<file path="config.mk">
export PLATFORM = sky130hd
export DESIGN_NAME = srlatch_seq_flat
export DESIGN_NICKNAME = d
export VERILOG_FILES = /design/src/rtl/srlatch_seq_pkg.sv /design/src/rtl/srlatch_seq_if.sv /design/src/rtl/srlatch_seq_sync2.sv /design/src/rtl/srlatch_seq.sv /design/src/flat_wrapper.sv
export SDC_FILE = /design/constraint.sdc
export NUM_CORES = 1
export LEC_CHECK = 0
export ABC_CLOCK_PERIOD_IN_PS = 4700
export BUFFER_PORTS_ARGS = -buffer_cell sky130_fd_sc_hd__buf_2
export CAP_MARGIN = 0
export CORE_MARGIN = 2
export CORE_UTILIZATION = 55
export CTS_CLUSTER_SIZE = 8
export DETAILED_ROUTE_END_ITERATION = 6
export PLACE_DENSITY = 0.81
export REMOVE_ABC_BUFFERS = 1
export SYNTH_ARGS = -nofsm -noshare
export SYNTH_HDL_FRONTEND = slang
export SYNTH_SLANG_ARGS = --single-unit
</file>
<file path="constraint.sdc">
create_clock -name clk -period 4.7 [get_ports clk]
set_input_delay 0.705 -clock clk [delete_from_list [all_inputs] [get_ports clk]]
set_output_delay 0.705 -clock clk [all_outputs]
set_load 0.02 [all_outputs]
</file>
<file path="src/rtl/srlatch_seq_pkg.sv">
// srlatch_seq_pkg: shared types for the RS-latch sequencer.
// FSM state encoding, grant side type, reset priority and small helpers.
package srlatch_seq_pkg;

    typedef enum logic [1:0] {
        IDLE    = 2'd0,
        PULSE   = 2'd1,
        RECOVER = 2'd2,
        ACK     = 2'd3
    } state_t;

    typedef enum logic {
        GNT_SET = 1'b0,
        GNT_CLR = 1'b1
    } grant_t;

    // Side that wins a tie straight out of reset.
    localparam grant_t PRIO_RESET = GNT_SET;

    // Round-robin: the side that did not just win gets the next tie.
    function automatic grant_t other_side(input grant_t g);
        return (g == GNT_SET) ? GNT_CLR : GNT_SET;
    endfunction

    // Latch output expected once an operation has settled.
    function automatic logic expected_q(input grant_t g);
        return (g == GNT_SET) ? 1'b1 : 1'b0;
    endfunction

endpackage

</file>
<file path="src/rtl/srlatch_seq_if.sv">
// srlatch_seq_if: requester handshakes and latch pins of the sequencer.
// master = requesters plus the latch primitive, slave = the sequencer.
interface srlatch_seq_if;

    logic set_req;
    logic clr_req;
    logic q;
    logic s_n;
    logic r_n;
    logic set_ack;
    logic clr_ack;
    logic busy;
    logic err;

    modport master (
        output set_req,
        output clr_req,
        output q,
        input  s_n,
        input  r_n,
        input  set_ack,
        input  clr_ack,
        input  busy,
        input  err
    );

    modport slave (
        input  set_req,
        input  clr_req,
        input  q,
        output s_n,
        output r_n,
        output set_ack,
        output clr_ack,
        output busy,
        output err
    );

endinterface

</file>
<file path="src/rtl/srlatch_seq_sync2.sv">
// srlatch_seq_sync2: two-flop synchronizer (the sync2 block) bringing the
// asynchronous latch output into the clk domain. Resets to 0.
module srlatch_seq_sync2 (
    input  logic clk,
    input  logic rst_n,
    input  logic d,
    output logic q
);

    logic meta_r;
    logic sync_r;

    // Two-stage capture so a metastable first stage can resolve.
    always_ff @(posedge clk or negedge rst_n) begin
        if (!rst_n) begin
            meta_r <= 1'b0;
            sync_r <= 1'b0;
        end else begin
            meta_r <= d;
            sync_r <= meta_r;
        end
    end

    assign q = sync_r;

endmodule

</file>
<file path="src/rtl/srlatch_seq.sv">
// srlatch_seq: arbitrates set/clear requests and turns each into a timed,
// registered active-low pulse on a NAND RS latch (s_n or r_n, never both),
// followed by a recovery gap and a one-cycle ack.
// Optional latch read-back check is enabled by defining SRLATCH_SEQ_VERIFY_EN;
// without it the synchronizer is omitted and err stays 0.
module srlatch_seq
    import srlatch_seq_pkg::*;
#(
    parameter int PULSE_CYCLES   = 4,
    parameter int RECOVER_CYCLES = 3,
    parameter int CNT_W          = 8
) (
    input  logic           clk,
    input  logic           rst_n,
    srlatch_seq_if.slave   bus
);

    // Counter runs down to zero, so it is loaded with length minus one.
    localparam logic [CNT_W-1:0] PULSE_LOAD   = CNT_W'(PULSE_CYCLES - 1);
    localparam logic [CNT_W-1:0] RECOVER_LOAD = CNT_W'(RECOVER_CYCLES - 1);
    localparam logic [CNT_W-1:0] CNT_ZERO     = {CNT_W{1'b0}};
    localparam logic [CNT_W-1:0] CNT_ONE      = {{(CNT_W-1){1'b0}}, 1'b1};

    state_t           state_r, state_s;
    grant_t           gnt_r, gnt_s;
    grant_t           prio_r, prio_s;
    logic [CNT_W-1:0] cnt_r, cnt_s;
    logic             s_n_r, s_n_s;
    logic             r_n_r, r_n_s;
    logic             set_ack_r, set_ack_s;
    logic             clr_ack_r, clr_ack_s;
    logic             busy_r, busy_s;
    logic             err_r, err_s;
    logic             verify_fail_s;

`ifdef SRLATCH_SEQ_VERIFY_EN
    logic q_sync_s;

    srlatch_seq_sync2 u_sync2 (
        .clk   (clk),
        .rst_n (rst_n),
        .d     (bus.q),
        .q     (q_sync_s)
    );

    // Compare the settled latch output in the final recovery cycle.
    always_comb begin
        if ((state_r == RECOVER) && (cnt_r == CNT_ZERO)) begin
            verify_fail_s = (q_sync_s != expected_q(gnt_r));
        end else begin
            verify_fail_s = 1'b0;
        end
    end
`else
    logic unused_q_s;
    assign unused_q_s    = bus.q;
    assign verify_fail_s = 1'b0;
`endif

    // Next-state, grant arbitration, counter and next output values.
    always_comb begin
        state_s = state_r;
        gnt_s   = gnt_r;
        prio_s  = prio_r;
        cnt_s   = cnt_r;

        case (state_r)
            IDLE: begin
                if (bus.set_req || bus.clr_req) begin
                    if (bus.set_req && bus.clr_req) begin
                        gnt_s = prio_r;
                    end else if (bus.set_req) begin
                        gnt_s = GNT_SET;
                    end else begin
                        gnt_s = GNT_CLR;
                    end
                    prio_s  = other_side(gnt_s);
                    cnt_s   = PULSE_LOAD;
                    state_s = PULSE;
                end else begin
                    state_s = IDLE;
                end
            end
            PULSE: begin
                if (cnt_r == CNT_ZERO) begin
                    cnt_s   = RECOVER_LOAD;
                    state_s = RECOVER;
                end else begin
                    cnt_s = cnt_r - CNT_ONE;
                end
            end
            RECOVER: begin
                if (cnt_r == CNT_ZERO) begin
                    state_s = ACK;
                end else begin
                    cnt_s = cnt_r - CNT_ONE;
                end
            end
            ACK: begin
                state_s = IDLE;
            end
            default: begin
                state_s = IDLE;
                cnt_s   = CNT_ZERO;
            end
        endcase

        // Outputs are decoded from the next state so they register in step
        // with it; a single grant means only one side can ever be low.
        s_n_s     = !((state_s == PULSE) && (gnt_s == GNT_SET));
        r_n_s     = !((state_s == PULSE) && (gnt_s == GNT_CLR));
        set_ack_s = (state_s == ACK) && (gnt_s == GNT_SET);
        clr_ack_s = (state_s == ACK) && (gnt_s == GNT_CLR);
        busy_s    = (state_s != IDLE);
        err_s     = err_r | verify_fail_s;
    end

    // State, counter and registered outputs; reset forces latch inputs high.
    always_ff @(posedge clk or negedge rst_n) begin
        if (!rst_n) begin
            state_r   <= IDLE;
            gnt_r     <= GNT_SET;
            prio_r    <= PRIO_RESET;
            cnt_r     <= CNT_ZERO;
            s_n_r     <= 1'b1;
            r_n_r     <= 1'b1;
            set_ack_r <= 1'b0;
            clr_ack_r <= 1'b0;
            busy_r    <= 1'b0;
            err_r     <= 1'b0;
        end else begin
            state_r   <= state_s;
            gnt_r     <= gnt_s;
            prio_r    <= prio_s;
            cnt_r     <= cnt_s;
            s_n_r     <= s_n_s;
            r_n_r     <= r_n_s;
            set_ack_r <= set_ack_s;
            clr_ack_r <= clr_ack_s;
            busy_r    <= busy_s;
            err_r     <= err_s;
        end
    end

    assign bus.s_n     = s_n_r;
    assign bus.r_n     = r_n_r;
    assign bus.set_ack = set_ack_r;
    assign bus.clr_ack = clr_ack_r;
    assign bus.busy    = busy_r;
    assign bus.err     = err_r;

endmodule

</file>
<file path="src/flat_wrapper.sv">
// flat-port wrapper written by rule: the top's interface ports become plain ports
module srlatch_seq_flat import srlatch_seq_pkg::*;
#(
    parameter int PULSE_CYCLES   = 4,
    parameter int RECOVER_CYCLES = 3,
    parameter int CNT_W          = 8
)
  (clk, rst_n, bus_set_req, bus_clr_req, bus_q, bus_s_n, bus_r_n, bus_set_ack, bus_clr_ack, bus_busy, bus_err);
  srlatch_seq_if bus_i ();
  input  logic clk;
  input  logic rst_n;
  input wire logic [$bits(bus_i.set_req)-1:0] bus_set_req;
  input wire logic [$bits(bus_i.clr_req)-1:0] bus_clr_req;
  input wire logic [$bits(bus_i.q)-1:0] bus_q;
  output wire logic [$bits(bus_i.s_n)-1:0] bus_s_n;
  output wire logic [$bits(bus_i.r_n)-1:0] bus_r_n;
  output wire logic [$bits(bus_i.set_ack)-1:0] bus_set_ack;
  output wire logic [$bits(bus_i.clr_ack)-1:0] bus_clr_ack;
  output wire logic [$bits(bus_i.busy)-1:0] bus_busy;
  output wire logic [$bits(bus_i.err)-1:0] bus_err;
  assign bus_i.set_req = bus_set_req;
  assign bus_i.clr_req = bus_clr_req;
  assign bus_i.q = bus_q;
  assign bus_s_n = bus_i.s_n;
  assign bus_r_n = bus_i.r_n;
  assign bus_set_ack = bus_i.set_ack;
  assign bus_clr_ack = bus_i.clr_ack;
  assign bus_busy = bus_i.busy;
  assign bus_err = bus_i.err;
  srlatch_seq #(.PULSE_CYCLES(PULSE_CYCLES), .RECOVER_CYCLES(RECOVER_CYCLES), .CNT_W(CNT_W)) u_core (.clk(clk), .rst_n(rst_n), .bus(bus_i));
endmodule
</file>
Word-level counts from Yosys, hierarchy flattened. Cells that the tools add are included.

Order comparisons: 0. Add/subtract/negate cells: 1. Shift operators: 0. Reductions and logical operators: 14. Multipliers: 0. Eq/ne operators: 7. Div/mod/pow operators: 0. Bitwise gates (word level): 1. Multiplexer cells: 15.

Operator list (number): 2-to-1 mux 8 bit (3); case mux 8 bit (3 select lines) (1); logical NOT 8 bit (1); 2-to-1 mux 1 bit (8); case mux 2 bit (4 select lines) (1); subtractor 8 x 1 -> 8 bit (second input constant) (1); == test 2 bit (second input constant) (3); logical AND 1 bit (5); == test 2 x 1 -> 1 bit (second input constant) (2); 2-to-1 mux 2 bit (2); AND reduction 3 bit (1); nonzero test 3 bit (1); logical NOT 1 bit (2); logical NOT 2 bit (1); inequality test 2 x 1 -> 1 bit (second input constant) (1); inequality test 2 bit (second input constant) (1); AND reduction 2 bit (1); nonzero test 2 bit (1); logical OR 1 bit (1); inverter 1 bit (1).

Bits of input ports: 5. Memories: 0. Memory bits (read-only): 0. Word-level logic and storage cells: 47. Output and inout port bits: 6. Bits in latches: 0. Memory bits (writable): 0. Bits in registers: 17.

Longest topological paths before layout.
Depth after elaboration: 9. Mapped depth: 8. Mapped depth without buffers: 6.

Worst setup path after synthesis. OpenSTA, ideal clock, no wires.

Path kind: register -> register. Start: register u_core.state_r[0]. End: register u_core.cnt_r[4]. Cell stages (with the launch flop): 9. Data required time: 4.612 ns. Path slack: 2.675 ns. Path buffers: 2. Arrival time: 1.938 ns. Period minus slack after synthesis: 2.025 ns. Cells stage by stage: dfrtp_1 inv_1 ha_1 buf_4 or4bb_1 o211ai_2 buf_4 or4_2 a22oi_1.

Longest elaborated chain between the ends: 3. Elaborated cells on any way between the ends: 8. Classes of those cells: eq/ne: 4; mux: 1; reduce/logical: 3.

Ends and longest elaborated chain: start, declared (RTL line srlatch_seq.sv:24) `state_t state_r, state_s;`; start signal, assigned (RTL line srlatch_seq.sv:132) `state_r <= state_s;`; == test 2 bit, or another cell as far along (RTL line srlatch_seq.sv:67) `case (state_r)`; inequality test 2 bit (no line), or another cell as far along; AND reduction 3 bit (no line); end signal, assigned (RTL line srlatch_seq.sv:135) `cnt_r <= cnt_s;`; end, declared (RTL line srlatch_seq.sv:27) `logic [CNT_W-1:0] cnt_r, cnt_s;`.

Several ways; a longest one is shown, not always the timed one. A chain may end at the register's enable or synchronous reset.

Worst setup path after layout.
Start: register u_core.state_r[0]. End: register u_core.cnt_r[3].

Same word-level chain as after synthesis.

==> impl_metrics.env <==
export IMPL_endpoint_kind="flip-flop"
export IMPL_crit_fanout=11
export IMPL_ios=11
export IMPL_tns_ns=0
export IMPL_die_w_um=46.7
export IMPL_ff_latch_area_um2=428
export IMPL_multi_input_area_um2=517
export IMPL_setup_worst_path_class="flip-flop to flip-flop"
export IMPL_grt_pass1_wl_um=3330
export IMPL_drc=0
export IMPL_fp_row_count=15
export IMPL_grt_total_usage=0.225
export IMPL_first_pass_iters=4
export IMPL_cts_max_level=1
export IMPL_hold_viol=0
export IMPL_place_gp_congestion=0.806
export IMPL_power_density_nw_per_um2=649
export IMPL_syn_cell_area_um2=1000
export IMPL_dieHeight_um=46.7
export IMPL_post_cts_buffers=0
export IMPL_met3_usage=0.0824
export IMPL_rsz0062_at_grt="false"
export IMPL_hp_class="input port to asynchronous set/reset pin"
export IMPL_vias=801
export IMPL_grt_max_degree=18
export IMPL_antenna_found_initial=0
export IMPL_min_period_over_period=0.491
export IMPL_root_buffer="clkbuf_4"
export IMPL_synthFlopType="dfrtp_1"
export IMPL_gr_max_usage_layer="met2"
export IMPL_start_util=0.580
export IMPL_async_reset_ff_frac=1.00
export IMPL_area_growth_pct=7.62
export IMPL_maxCapViolCount=0
export IMPL_wl_um=1950
export IMPL_fin_nets=118
export IMPL_die_area_um2=2180
export IMPL_slew_violations=0
export IMPL_cts_path_max_buffers=2
export IMPL_finalInstanceArea_um2=1080
export IMPL_ys_ff_latch=17
export IMPL_numCtsBuffers=3
export IMPL_via_per_inst=6.11
export IMPL_placed_area_um2=1050
export IMPL_final_common_cell="dfrtp_1"
export IMPL_p_total_mw=0.699
export IMPL_required_ns=4.91
export IMPL_core_area_um2=1730
export IMPL_final_cell_mix="dfrtp_1, inv_1, buf_2, nor2_1, ha_1"
export IMPL_max_stage_delay_ns=0.56
export IMPL_fmax_ghz=0.433
export IMPL_path_cells="inv_1 > ha_1 > or4bb_1 > o211ai_2 > o21ai_0 > a22oi_1"
export IMPL_crit_arrival_ns=2.52
export IMPL_grt_remaining_overflow=0
export IMPL_cp_start_kind="flip-flop"
export IMPL_yosysWarnings=0
export IMPL_initialDrtViolationCount=18
export IMPL_cts_resized_gates=0
export IMPL_worst_path_max_delay_cell="or4bb_1"
export IMPL_fillCellCount=150
export IMPL_netlist_instances=97
export IMPL_clock_skew_final_ns=0.000749
export IMPL_cts_tree="yes"
export IMPL_ir_drop_mv=0.414
export IMPL_use_met2=0.339
export IMPL_antenna_left=0
export IMPL_status="finished clean"
export IMPL_worst_skew_pair_late_latency_ns=0.29
export IMPL_fin_crit_ns=2.31
export IMPL_portBuffers=8
export IMPL_p_leak_nw=0.509
export IMPL_wl_per_cell_um=14.9
export IMPL_grt_pass1_vias=722
export IMPL_syn_area_per_cell_um2=10.3
export IMPL_clkSinkCount=17
export IMPL_tightest_slew_ns=0.589
export IMPL_ys_seq_area_frac=0.428
export IMPL_path_clk_slew_ns=0.10
export IMPL_maxSlewHeadroom=0.604
export IMPL_cpLargestDelayFamily="compound AO/OA/AOI/OAI gates"
export IMPL_diodes=0
export IMPL_final_setup_viol_count=0
export IMPL_synth_edf_count=0
export IMPL_ys_types=38
export IMPL_met1_usage=0.301
export IMPL_crit_buf_inv=1
export IMPL_cts_hold_buffers_added=0
export IMPL_hpwl_um=1420
export IMPL_drive_above_1_share=0.245
-- per-layer routing --
layer / routed length [µm] / up-vias
li1: - / 380
met1: 935 / 396
met2: 904 / 23
met3: 99 / 2
met4: 12 / 0
met5: 0 / -
-- final cells by class --
cell class                      instances  area share
Inverter                                9      0.0314
Clock inverter                          1     0.00465
Sequential cell                        17       0.397
Timing Repair Buffer                    8      0.0372
Tap cell                               25      0.0290
Multi-Input combinational cell         68       0.480
Clock buffer                            3      0.0209
-- power by group --
| part | internal [mW] | switching (mW) | total (mW) | leakage [nW] |
|---|---|---|---|---|
| Sequential | 0.202 | 0.0433 | 0.245 | 0.214 |
| Combinational | 0.149 | 0.226 | 0.374 | 0.278 |
| Clock | 0.0317 | 0.0479 | 0.0797 | 0.0177 |
| Total | 0.382 | 0.317 | 0.699 | 0.509 |
-- cells in the mapped netlist, types with 3 or more instances --
| library cell | count | area [µm²] |
|---|---|---|
| a31oi_1 | 3 | 18.8 |
| or3_1 | 3 | 18.8 |
| dfrtp_1 | 15 | 375 |
| o21ai_0 | 5 | 25.0 |
| ha_1 | 6 | 75.1 |
| nor2_1 | 7 | 26.3 |
| inv_1 | 9 | 33.8 |
| buf_4 | 3 | 22.5 |
| o31ai_1 | 4 | 30.0 |
| a22oi_1 | 4 | 30.0 |
| a21oi_1 | 3 | 15.0 |
-- worst paths after layout --
path | from | to | slack, ns | cells past startpoint
setup / recovery | u_core.state_r[0] | u_core.cnt_r[3] | 2.39 | 6
hold / removal | rst_n | u_core.cnt_r[3] | 0.30 | 1
setup reg to reg | u_core.state_r[0] | u_core.cnt_r[3] | 2.39 | 6
hold reg to reg | u_core.prio_r | u_core.prio_r | 0.50 | 1
max in group asynchronous | rst_n | u_core.bus.r_n | 4.09 | 1
min in group clk | u_core.prio_r | u_core.prio_r | 0.50 | 1
-- cell families (layout without fill, tap and decap cells) --
| group | after synthesis | after routing | synth area share |
|---|---|---|---|
| AOI/OAI and AO/OA | 33 | 33 | 0.255 |
| adders and majority gates | 6 | 6 | 0.0750 |
| buffers and inverters | 12 | 21 | 0.0562 |
| DFF | 17 | 17 | 0.427 |
| other | 1 | 1 | 0.00375 |
| and+or+nand+nor | 28 | 28 | 0.183 |
-- flip-flops by register name, summed over array words and instances, names as in the netlist --
signal and flops:
u_core.gnt_r 1, u_core.bus.clr_ack 1, u_core.state_r 2, u_core.bus.s_n 1
u_core.prio_r 1, u_core.cnt_r 8, u_core.bus.busy 1, u_core.bus.r_n 1
u_core.bus.set_ack 1
-- metrics by stage --
| step | utilization | setup WS (ns) | hold slack, ns | cells |
|---|---|---|---|---|
| after floorplan | - | 2.68 | 0.409 | 94 |
| after global placement | 0.608 | 2.51 | 0.467 | 127 |
| after detailed placement | 0.608 | 2.44 | 0.491 | 127 |
| after CTS | 0.624 | 2.40 | 0.318 | 131 |
| after global routing | 0.624 | 2.20 | 0.312 | 131 |
| final | 0.624 | 2.39 | 0.305 | 131 |
No activity file was read; power rests on OpenSTA's default activity.
